$ cat src/rtl/imm_gen_stage_if.sv
// imm_gen_stage_if: handshake bundle around the immediate-generation stage.
//   Upstream:   in_valid_i, in_ready_o, instr_i (32-bit instruction word)
//   Downstream: out_valid_o, out_ready_i, imm_o (XLEN), fmt_o (3), illegal_o
//   slave  - stage side (consumes instructions, produces decoded results)
//   master - environment side (drives instructions, accepts results)
interface imm_gen_stage_if #(
    parameter int unsigned XLEN = 32
);
    logic            in_valid_i;
    logic            in_ready_o;
    logic [31:0]     instr_i;
    logic            out_valid_o;
    logic            out_ready_i;
    logic [XLEN-1:0] imm_o;
    logic [2:0]      fmt_o;
    logic            illegal_o;

    modport slave (
        input  in_valid_i, instr_i, out_ready_i,
        output in_ready_o, out_valid_o, imm_o, fmt_o, illegal_o
    );

    modport master (
        output in_valid_i, instr_i, out_ready_i,
        input  in_ready_o, out_valid_o, imm_o, fmt_o, illegal_o
    );
endinterface

$ cat src/rtl/imm_gen_stage.sv
// imm_gen_stage: decodes the immediate of an RV32/RV64 base instruction and
// buffers {imm, fmt, illegal} in a 2-entry FIFO with valid/ready handshakes.
//   clk   - rising-edge clock
//   rst_n - asynchronous active-low reset (empties the FIFO)
//   bus   - imm_gen_stage_if slave modport (upstream + downstream handshakes)
// fmt codes: I=0, S=1, B=2, U=3, J=4, Z=5, NONE=7.
module imm_gen_stage #(
    parameter int unsigned XLEN    = 32,
    parameter bit          ZIMM_EN = 1'b1
) (
    input logic            clk,
    input logic            rst_n,
    imm_gen_stage_if.slave bus
);
    localparam logic [2:0] FmtI    = 3'd0;
    localparam logic [2:0] FmtS    = 3'd1;
    localparam logic [2:0] FmtB    = 3'd2;
    localparam logic [2:0] FmtU    = 3'd3;
    localparam logic [2:0] FmtJ    = 3'd4;
    localparam logic [2:0] FmtZ    = 3'd5;
    localparam logic [2:0] FmtNone = 3'd7;

    logic [31:0]     instr;
    logic [XLEN-1:0] dec_imm;
    logic [2:0]      dec_fmt;
    logic            dec_ill;

    assign instr = bus.instr_i;

    // Decode happens before storage; signed casts perform the sign extension.
    always_comb begin
        dec_imm = '0;
        dec_fmt = FmtNone;
        dec_ill = 1'b1;
        case (instr[6:0])
            7'b0010011, 7'b0000011, 7'b1100111: begin
                dec_fmt = FmtI;
                dec_ill = 1'b0;
                dec_imm = XLEN'($signed(instr[31:20]));
            end
            7'b0100011: begin
                dec_fmt = FmtS;
                dec_ill = 1'b0;
                dec_imm = XLEN'($signed({instr[31:25], instr[11:7]}));
            end
            7'b1100011: begin
                dec_fmt = FmtB;
                dec_ill = 1'b0;
                dec_imm = XLEN'($signed({instr[31], instr[7], instr[30:25], instr[11:8], 1'b0}));
            end
            7'b0110111, 7'b0010111: begin
                dec_fmt = FmtU;
                dec_ill = 1'b0;
                dec_imm = XLEN'($signed({instr[31:12], 12'b0}));
            end
            7'b1101111: begin
                dec_fmt = FmtJ;
                dec_ill = 1'b0;
                dec_imm = XLEN'($signed({instr[31], instr[19:12], instr[20], instr[30:21], 1'b0}));
            end
            7'b1110011: begin
                if (ZIMM_EN) begin
                    dec_fmt = FmtZ;
                    dec_ill = 1'b0;
                    dec_imm = XLEN'(instr[19:15]);  // CSR uimm is zero-extended
                end
            end
            default: begin
                dec_imm = '0;
                dec_fmt = FmtNone;
                dec_ill = 1'b1;
            end
        endcase
    end

    // 2-entry FIFO
    logic [XLEN-1:0] imm_q [2];
    logic [2:0]      fmt_q [2];
    logic            ill_q [2];
    logic            wr_ptr_q, wr_ptr_d;
    logic            rd_ptr_q, rd_ptr_d;
    logic [1:0]      count_q, count_d;
    logic            in_ready;
    logic            out_valid;
    logic            push;
    logic            pop;

    // Ready depends only on the registered count, never on out_ready_i.
    assign in_ready  = (count_q != 2'd2);
    assign out_valid = (count_q != 2'd0);
    assign push      = bus.in_valid_i && in_ready;
    assign pop       = out_valid && bus.out_ready_i;

    always_comb begin
        wr_ptr_d = wr_ptr_q ^ push;
        rd_ptr_d = rd_ptr_q ^ pop;
        count_d  = count_q + {1'b0, push} - {1'b0, pop};
    end

    always_ff @(posedge clk or negedge rst_n) begin
        if (!rst_n) begin
            wr_ptr_q <= 1'b0;
            rd_ptr_q <= 1'b0;
            count_q  <= 2'd0;
        end else begin
            wr_ptr_q <= wr_ptr_d;
            rd_ptr_q <= rd_ptr_d;
            count_q  <= count_d;
        end
    end

    // Payload needs no reset: it is only visible while count_q is non-zero.
    always_ff @(posedge clk) begin
        if (push) begin
            imm_q[wr_ptr_q] <= dec_imm;
            fmt_q[wr_ptr_q] <= dec_fmt;
            ill_q[wr_ptr_q] <= dec_ill;
        end
    end

    always_comb begin
        bus.in_ready_o  = in_ready;
        bus.out_valid_o = out_valid;
        bus.imm_o       = '0;
        bus.fmt_o       = FmtNone;
        bus.illegal_o   = 1'b0;
        if (out_valid) begin
            bus.imm_o     = imm_q[rd_ptr_q];
            bus.fmt_o     = fmt_q[rd_ptr_q];
            bus.illegal_o = ill_q[rd_ptr_q];
        end
    end
endmodule

$ cat src/flat_wrapper.sv
// flat-port wrapper written by rule: the top's interface ports become plain ports
module imm_gen_stage_flat 
#(
    parameter int unsigned XLEN    = 32,
    parameter bit          ZIMM_EN = 1'b1
)
  (clk, rst_n, bus_in_valid_i, bus_instr_i, bus_out_ready_i, bus_in_ready_o, bus_out_valid_o, bus_imm_o, bus_fmt_o, bus_illegal_o);
  imm_gen_stage_if #(.XLEN(XLEN)) bus_i ();
  input logic clk;
  input logic rst_n;
  input wire logic [$bits(bus_i.in_valid_i)-1:0] bus_in_valid_i;
  input wire logic [$bits(bus_i.instr_i)-1:0] bus_instr_i;
  input wire logic [$bits(bus_i.out_ready_i)-1:0] bus_out_ready_i;
  output wire logic [$bits(bus_i.in_ready_o)-1:0] bus_in_ready_o;
  output wire logic [$bits(bus_i.out_valid_o)-1:0] bus_out_valid_o;
  output wire logic [$bits(bus_i.imm_o)-1:0] bus_imm_o;
  output wire logic [$bits(bus_i.fmt_o)-1:0] bus_fmt_o;
  output wire logic [$bits(bus_i.illegal_o)-1:0] bus_illegal_o;
  assign bus_i.in_valid_i = bus_in_valid_i;
  assign bus_i.instr_i = bus_instr_i;
  assign bus_i.out_ready_i = bus_out_ready_i;
  assign bus_in_ready_o = bus_i.in_ready_o;
  assign bus_out_valid_o = bus_i.out_valid_o;
  assign bus_imm_o = bus_i.imm_o;
  assign bus_fmt_o = bus_i.fmt_o;
  assign bus_illegal_o = bus_i.illegal_o;
  imm_gen_stage #(.XLEN(XLEN), .ZIMM_EN(ZIMM_EN)) u_core (.clk(clk), .rst_n(rst_n), .bus(bus_i));
endmodule
$ cat config.mk
export PLATFORM = sky130hd
export DESIGN_NAME = imm_gen_stage_flat
export DESIGN_NICKNAME = d
export VERILOG_FILES = /design/src/rtl/imm_gen_stage_if.sv /design/src/rtl/imm_gen_stage.sv /design/src/flat_wrapper.sv
export SDC_FILE = /design/constraint.sdc
export NUM_CORES = 1
export LEC_CHECK = 0
export CORE_UTILIZATION = 46
export DETAILED_ROUTE_END_ITERATION = 10
export PLACE_DENSITY = 0.86
export SLEW_MARGIN = 15
export SYNTH_ARGS = -nofsm -noshare
export SYNTH_HDL_FRONTEND = slang
export SYNTH_SLANG_ARGS = --single-unit
$ cat constraint.sdc
create_clock -name clk -period 1.96 [get_ports clk]
set_clock_uncertainty 0.1 [all_clocks]
set_input_delay 0.294 -clock clk [delete_from_list [all_inputs] [get_ports clk]]
set_output_delay 0.294 -clock clk [all_outputs]
set_load 0.02 [all_outputs]
==> results.toml <==
[finish]
fin_cells = 494
layout_common_cells = "edfxtp_1 (72), buf_4 (40), clkdlybuf4s50_1 (35)"
final_common_cell = "edfxtp_1"
multi_input_area_sq_um = 1290
fill_cells = 560
seq_area_sq_um = 2260
nets = 430
n_antenna_cell = 0
syn_to_final_growth_pct = 35.9
fin_util_pct = 66.1
drive_above_1_share_pct = 26.8

[placed_design]
globalplace.congestion = 0.870
port_buffers = 73
dp_hpwl_um = 5510
dpl.cell_count = 468
pre_cts_ws_ps = -182

[clock_network]
numCtsBuffers = 9
tritoncts = "yes"
holdBufCountCts = 0
cts_sinks = 76
cts_buffer_depth = 2
htree_levels = 3
clk_latency_ps = 340
cts.reportedPaths.clkPinSlew_ps = 80
clockRootBuffer = "clkbuf_8"

[grt]
grt_max_degree = 37
grt_remaining_overflow = 0
grt_pass1_vias = 2708
grt_usage_pct = 21.5
grt_pass1_wl_um = 13500
antenna_found_initial = 0

[power_and_ir_drop]
p_leak_nw = 2.05
comb_power_share_pct = 48.3
peakVddDrop_uv = 562
internal_power_mw = 4.14
p_sw_mw = 2.54
pwr-share-clk_pct = 16.3
swShare_pct = 38.0
seq_power_share_pct = 35.4
p_per_area_nw_per_um2 = 1360

[logic_synthesis]
yosysTopAreaCell = "edfxtp_1"
synth_nets = 321
synth_area_leaders = "edfxtp_1 (60%), mux2i_1 (10%), nor2_1 (3.8%), dfrtp_1 (2.8%), nand3_1 (2.2%)"
async_reset_ff_share_pct = 5.26
netlist_area_sq_um = 3620
synth_area_per_cell_sq_um = 12.9
yosysSeqAreaShare_pct = 62.4
synth_top_area_share_pct = 59.7
synth-edff-count = 72
ys_types = 44
ys_ff_latch = 76
synth_warnings = 0
yosys_most_used_dff = "edfxtp_1"
synth_cells = 281

[die]
die_y_um = 90.8
start_util_pct = 48.7
core_sq_um = 7450
pin_count = 74
placementRows = 31
die_w_um = 90.8
fp.dieArea_sq_um = 8240

[routing]
drtIter0Drc = 142
vias = 2675
drc = 0
routedWlPerCell_um = 16.5
drt-pass1-iter-count = 4
drt-total-wl_um = 8170
via_per_inst = 5.41
final_antenna_net_count = 0

[sta]
slew_headroom_pct = 68.8
finalCritPeriodShare_pct = 103
min_period_ps = 2010
setup_viol = 2
fmax_mhz = 497
timing.final.ws_setup_ps = -54.0
final_hold_viol_count = 0
rsz0062_at_grt = "true"
maxSlewViolCount = 0
tightest_slew_ps = 456

[critical_path]
cp_data_required_time_ps = 1570
startpoint_type = "register"
critPathCaptureType = "primary output"
crit_fanout = 10
path_class = "reg -> out"
cp_data_arrival_time_ps = 1620

[run_status]
violations = "negative setup slack"
status = "finished with violations"

[run]
cap_violations = 0

[worst_hold_path]
hp-class = "in -> async"
-- routing by layer --
layer / share of wire, % / track usage, % / wire length (um)
met1: 42 / 27.2 / 3430
met2: 50 / 36.2 / 4110
met3: 6.1 / 3.20 / 500
met4: 1.6 / 9.81 / 130
met5: 0 / 0 / 0
-- registers in the layout, indices dropped and copies added, names as in the netlist --
name,flops
u_core.count_q,2
u_core.fmt_q,6
u_core.ill_q,2
u_core.imm_q,64
u_core.rd_ptr_q,1
u_core.wr_ptr_q,1
-- power groups by stage --
| stage | combinational [mW] | sequential, mW | clock [mW] |
|---|---|---|---|
| finish | 3.23 | 2.37 | 1.09 |
| global route | 3.45 | 2.40 | 1.18 |
| CTS | 3.17 | 2.36 | 1.10 |
| detailed placement | 3.19 | 2.39 | 0 |
| global placement | 3.14 | 2.37 | 0 |
| floorplan | 1.75 | 2.35 | 0 |
-- Yosys cell counts (4+ instances only) --
master	count
a21o_1	8
a221o_1	4
and2_1	9
and3_1	6
buf_2	8
clkbuf_1	9
dfrtp_1	4
edfxtp_1	72
ha_1	4
inv_1	4
mux2i_1	37
nand2_1	9
nand3_1	16
nor2_1	37
o21ai_0	12
-- final timing paths --
kind | slack, ps | start | cells after the start | to
worst max-delay path | -50 | u_core.rd_ptr_q$_DFF_PN0_ | 4 | bus_imm_o[9]
min in group clk | 520 | u_core.wr_ptr_q$_DFF_PN0_ | 3 | u_core.wr_ptr_q$_DFF_PN0_
worst max register to register | 160 | u_core.count_q[0]$_DFF_PN0_ | 8 | u_core.count_q[1]$_DFF_PN0_
worst min register to register | 520 | u_core.wr_ptr_q$_DFF_PN0_ | 3 | u_core.wr_ptr_q$_DFF_PN0_
max in group asynchronous | 1520 | rst_n | 1 | u_core.rd_ptr_q$_DFF_PN0_
worst min-delay path | 50 | rst_n | 1 | u_core.count_q[1]$_DFF_PN0_
-- stage by stage --
| step | area [sq um] | hold slack, ps | power [mW] | TNS, ps |
|---|---|---|---|---|
| global placement | 4710 | 403 | 5.51 | -3470 |
| CTS | 4920 | 45.9 | 6.63 | -1080 |
| finish | 4920 | 52.2 | 6.68 | -105 |
| floorplan | 3620 | -102 | 4.10 | -17220 |
| global route | 4920 | 41.6 | 7.04 | -349 |
| detailed placement | 4710 | 413 | 5.58 | -6910 |
-- cells by family (layout without fill, tap and decap cells) --
kind of cell | count (synthesis) | count (layout) | share of synthesized area (%)
buffers and inverters | 25 | 139 | 3.28
and+or+nand+nor | 99 | 99 | 14.6
DFF | 76 | 76 | 62.4
xor gates and xnor gates | 3 | 3 | 0.725
AOI/OAI and AO/OA | 37 | 37 | 7.32
adders and majority gates | 4 | 4 | 1.38
muxes | 37 | 37 | 10.2
-- timing repair --
item,in CTS,in global routing
cloned,2,0
setup buffers,8,1
pin swaps,1,3
resized for setup,95,46
setup endpoints to repair,37,27
-- area by class of cell --
type	instances	area share, %
sequential	76	46.0
clock buffer	9	2.52
multi-input combinational	180	26.1
clock inverter	7	1.17
inverter	5	0.381
tap	99	2.52
timing repair buffer	118	21.3
-- critical path, cell delays in order, from the launching register on --
cell           delay, ps
dfrtp_2              430
bufbuf_16            310
mux2i_1              190
nor2_1                50
dlygate4sd2_1        310
No activity file was read; power rests on OpenSTA's default activity.
